**src/rtl/random_sequence_counter_pkg.sv**
```systemverilog
// Shared constants and the next-value function for the six-step sequence counter.
package random_counter_pkg;

   localparam int CNT_W = 3;

   localparam logic [CNT_W-1:0] SEQ [0:5] = '{3'd0, 3'd3, 3'd5, 3'd1, 3'd6, 3'd2};
   localparam logic [CNT_W-1:0] LAST = 3'd2;

   // Returns {illegal, in}; a code absent from SEQ (including X) yields illegal with in=0.
   function automatic logic [CNT_W:0] next_val(input logic [CNT_W-1:0] count);
      logic [CNT_W:0] res;
      res = {1'b1, 3'd0};
      for (int i = 0; i < 6; i++) begin
         if (count == SEQ[i]) begin
            res = {1'b0, SEQ[(i + 1) % 6]};
         end else begin
            res = res;
         end
      end
      return res;
   endfunction

endpackage

```
**src/rtl/random_sequence_counter_if.sv**
```systemverilog
// Output bundle of the sequence counter: current value and the wrap flag.
interface random_sequence_counter_if;
   import random_counter_pkg::*;

   logic [CNT_W-1:0] count;
   logic             wrap;

   modport master (output count, output wrap);
   modport slave  (input count, input wrap);
endinterface

```
**src/rtl/random_sequence_counter_seq_controller.sv**
```systemverilog
// Combinational next-state controller: maps the current count to its successor.
module seq_controller
   import random_counter_pkg::*;
(
   input  logic [CNT_W-1:0] count,
   output logic [CNT_W-1:0] in,
   output logic             illegal
);

   logic [CNT_W:0] nv_s;

   // Table lookup; codes 4, 7 and unknown values flag illegal and load 0.
   always_comb begin
      nv_s    = next_val(count);
      illegal = nv_s[CNT_W];
      in      = nv_s[CNT_W-1:0];
   end

endmodule

```
**src/rtl/random_sequence_counter.sv**
```systemverilog
// Six-step non-binary counter 0,3,5,1,6,2: load register plus combinational controller.
module random_sequence_counter
   import random_counter_pkg::*;
(
   input  logic                      clk,
   input  logic                      clear,
   random_sequence_counter_if.master bus
);

   logic [CNT_W-1:0] count_r;
   logic [CNT_W-1:0] in_s;
   logic             illegal_s;
   logic             clr_int_s;

   seq_controller u_ctrl (
      .count   (count_r),
      .in      (in_s),
      .illegal (illegal_s)
   );

   // An illegal code is cleared the same way as an external clear.
   assign clr_int_s = clear | illegal_s;

   // Count register: synchronous clear, otherwise load the controller's successor.
   always_ff @(posedge clk) begin
      if (clr_int_s) begin
         count_r <= 3'd0;
      end else begin
         count_r <= in_s;
      end
   end

   assign bus.count = count_r;
   assign bus.wrap  = (count_r == LAST);

endmodule

```
**src/flat_wrapper.sv**
```systemverilog
// flat-port wrapper written by rule: the top's interface ports become plain ports
module random_sequence_counter_flat import random_counter_pkg::*;
  (clk, clear, bus_count, bus_wrap);
  random_sequence_counter_if bus_i ();
  input  logic clk;
  input  logic clear;
  output wire logic [$bits(bus_i.count)-1:0] bus_count;
  output wire logic [$bits(bus_i.wrap)-1:0] bus_wrap;
  assign bus_count = bus_i.count;
  assign bus_wrap = bus_i.wrap;
  random_sequence_counter u_core (.clk(clk), .clear(clear), .bus(bus_i));
endmodule
```
**config.mk**
```make
export PLATFORM = sky130hd
export DESIGN_NAME = random_sequence_counter_flat
export DESIGN_NICKNAME = d
export VERILOG_FILES = /design/src/rtl/random_sequence_counter_pkg.sv /design/src/rtl/random_sequence_counter_if.sv /design/src/rtl/random_sequence_counter_seq_controller.sv /design/src/rtl/random_sequence_counter.sv /design/src/flat_wrapper.sv
export SDC_FILE = /design/constraint.sdc
export NUM_CORES = 1
export LEC_CHECK = 0
export ABC_AREA = 1
export CAP_MARGIN = 20
export CORE_AREA = 5 5 42 44
export CTS_BUF_LIST = sky130_fd_sc_hd__clkbuf_8
export CTS_CLUSTER_DIAMETER = 100
export DETAILED_ROUTE_END_ITERATION = 8
export DIE_AREA = 0 0 47 49
export PLACE_DENSITY = 0.38
export SYNTH_ARGS = -nofsm -noshare
export SYNTH_HDL_FRONTEND = slang
export SYNTH_SLANG_ARGS = --single-unit
```
**constraint.sdc**
```tcl
create_clock -name clk -period 1.24 [get_ports clk]
set_clock_uncertainty 0.15 [all_clocks]
set_input_delay 0.186 -clock clk [delete_from_list [all_inputs] [get_ports clk]]
set_output_delay 0.186 -clock clk [all_outputs]
set_load 0.01 [all_outputs]
```
==> flow_metrics.py <==
metrics = {
    "status": {
        "outcome": "finished, final reports clean",
    },
    "clock_tree": {
        "cts_max_path_buffers": 2,
        "cts_setup_buffers": 0,
        "cts_made_buffers": 3,
        "clkTransAtPathRegs_ps": 30,
        "htree_num_levels": 1,
        "holdBufCountCts": 0,
        "cts_tree": "built",
        "clk_latency_ps": 220,
        "cts_sinks": 3,
        "cts_root_buf": "sky130_fd_sc_hd__clkbuf_8",
    },
    "grt": {
        "first_global_vias": 154,
        "first_pass_grt_wire_length_um": 558,
        "grt_remaining_overflow": 0,
        "grt_antenna_before_repair": 0,
        "grt_max_degree": 5,
        "gr-usage-all-layers_pct": 4.57,
    },
    "routing": {
        "drt_pre_antenna_iters": 2,
        "avgRoutedWirePerCell_um": 7.87,
        "drt_first_iter_violations": 1,
        "routed_via_density": 3.38,
        "drt_wl_total_um": 370,
        "antenna_violating_nets_post_route": 0,
        "vias": 159,
        "detail_route.drc_violations": 0,
    },
    "sta": {
        "layout_min_cycle_time_ps": 1210,
        "totalNegativeSetupSlack_ps": 0,
        "setup_slack_ps": 30.4,
        "final_min_period_over_clock_period_pct": 97.5,
        "max_clock_freq_ghz": 0.827,
        "finalSetupViolCount": 0,
        "finalHoldWorstSlack_ps": 292,
        "timing.final.hold_violations": 0,
        "relSlewSlack_pct": 91.6,
        "timing_max_transition_violations_final": 0,
        "slew_worst_pin_ps": 125,
        "grt_setup_unrepaired": "yes",
    },
    "power_and_ir_drop": {
        "cellLeakagePower_uw": 0.000136,
        "power.share.switching_pct": 24.8,
        "power_frac_clock_pct": 56.6,
        "net-switching-power_uw": 122,
        "seq_power_share_pct": 23.8,
        "power_frac_comb_pct": 19.5,
        "power.density_nw_per_um2": 1930,
        "internal_power_uw": 371,
        "ir_worst_vdd_mv": 0.433,
    },
    "floorplanning": {
        "num_rows": 14,
        "placeableCoreArea_sq_um": 1400,
        "initial_core_util_pct": 8.66,
        "die_boundary_width_um": 47,
        "die_height_um": 49,
        "die-area_sq_um": 2300,
        "boundaryPins": 6,
    },
    "cells_and_area": {
        "count_of_nets_after_finishing": 34,
        "final_cell_area_sq_um": 255,
        "proportion_of_layout_cells_with_a_drive_suffix_above_1_pct": 32.3,
        "num-fill-cells": 168,
        "syn_to_final_growth_pct": 110,
        "regArea_sq_um": 60.1,
        "multiInputGateArea_sq_um": 46.3,
        "antennaDiodeCount": 0,
        "max_ffs_per_register": 3,
    },
    "worst_setup_path": {
        "crit_path_max_fanout": 3,
        "worstPathArrival_ps": 870,
        "max_stage_delay_ps": 310,
        "crit-reg2reg-launch": "u_core.bus.count[2]",
        "crit_path_start": "u_core.bus.count[1]",
        "critPathCaptureType": "output port",
        "critical_path.startpoint_type": "flip-flop",
        "crit_path_cell_trace": "buf_4 > clkdlybuf4s15_1",
        "critical_path_rt_ps": 900,
        "path_class": "flip-flop to output port",
        "crit_path_top_delay_cell": "sky130_fd_sc_hd__dfxtp_1",
    },
    "place": {
        "post_dp_cell_area_sq_um": 221,
        "gpl.final_weighted_congestion": 0.673,
        "portBuffers": 5,
        "place_ws_ps": -167,
    },
    "synthesis": {
        "ys_types": 7,
        "ys_seq_area_share_pct": 49.5,
        "synthCells": 18,
        "mappedNetlistNets": 20,
        "syn-cell-area_sq_um": 121,
        "synthesis.yosys.warnings": 0,
        "synth.avg_cell_area_sq_um": 6.74,
        "synth-seq-cells": 3,
    },
    "hold_path": {
        "min-delay-start": "u_core.bus.count[0]",
        "min-delay-path-class": "flip-flop to flip-flop",
    },
    "run": {
        "max_cap_violations": 0,
    },
}
[layout by cell type, fill, tap and decap left out, drive strengths merged]
cell | Yosys | layout
dfxtp | 3 | 3
nand2 | 6 | 6
nor2 | 1 | 1
nor3 | 1 | 1
buf | 0 | 5
nand3 | 1 | 1
a21oi | 2 | 2
dlygate4sd2 | 0 | 1
clkbuf | 0 | 4
clkdlybuf4s15 | 0 | 1
inv | 4 | 5
clkdlybuf4s50 | 0 | 1
[cell families (layout without fill, tap and decap cells)]
family | Yosys count | count (layout) | synth area share (%)
compound gates | 2 | 2 | 8.25
simple gates | 9 | 9 | 29.9
flops | 3 | 3 | 49.5
buf+inv | 4 | 17 | 12.4
[area by class of cell]
| type | count | share of cell area, % |
|---|---|---|
| clock buffer | 3 | 16.2 |
| clock inverter | 1 | 1.47 |
| inverter | 4 | 5.88 |
| multi-input combinational | 11 | 18.1 |
| sequential | 3 | 23.5 |
| tap | 16 | 7.84 |
| timing repair buffer | 9 | 27.0 |
[power by group through the flow]
| stage | Sequential (uW) | Combinational (uW) | Clock (uW) |
|---|---|---|---|
| after global placement | 118 | 112 | 0 |
| after floorplan | 130 | 30.0 | 0 |
| after global routing | 120 | 105 | 297 |
| final | 118 | 96.3 | 279 |
| after CTS | 117 | 101 | 288 |
| after detailed placement | 118 | 112 | 0 |
[final timing paths]
kind,endpoint,depth (start not counted),slack (ps)
max,bus_count[1],2,30
min,u_core.bus.count[2],2,290
max reg2reg,u_core.bus.count[1],5,300
min reg2reg,u_core.bus.count[2],2,290
[timing repair]
item	CTS	global route
resized for setup	9	2
setup endpoints to repair	4	2
pin swaps	0	0
[Yosys cell counts, drive strengths merged]
library cell | count | area share, %
nor3 | 1 | 4.1
a21oi | 2 | 8.2
nand3 | 1 | 4.1
nand2 | 6 | 19
nor2 | 1 | 3.1
inv | 4 | 12
dfxtp | 3 | 49
[per-stage QoR]
stage	utilization [%]	total power (uW)	cells
after detailed placement	15.8	231	43
after CTS	18.6	505	47
after global routing	18.2	521	47
final	18.2	493	47
after global placement	15.8	230	43
after floorplan	-	160	18
[routing by layer]
| layer | wire, um | track usage, % | vias to the layer above |
|---|---|---|---|
| met4 | 38 | 11.1 | 0 |
| met5 | 0 | 0 | - |
| met1 | 120 | 1.97 | 67 |
| li1 | - | - | 81 |
| met2 | 179 | 5.20 | 7 |
| met3 | 32 | 3.32 | 4 |
[critical path, delay by kind of cell, from the launching register on]
kind | cells | cell delay (ps)
buf+inv | 2 | 350
flops | 1 | 310
Note: power is estimated with default switching activity, not from simulation.
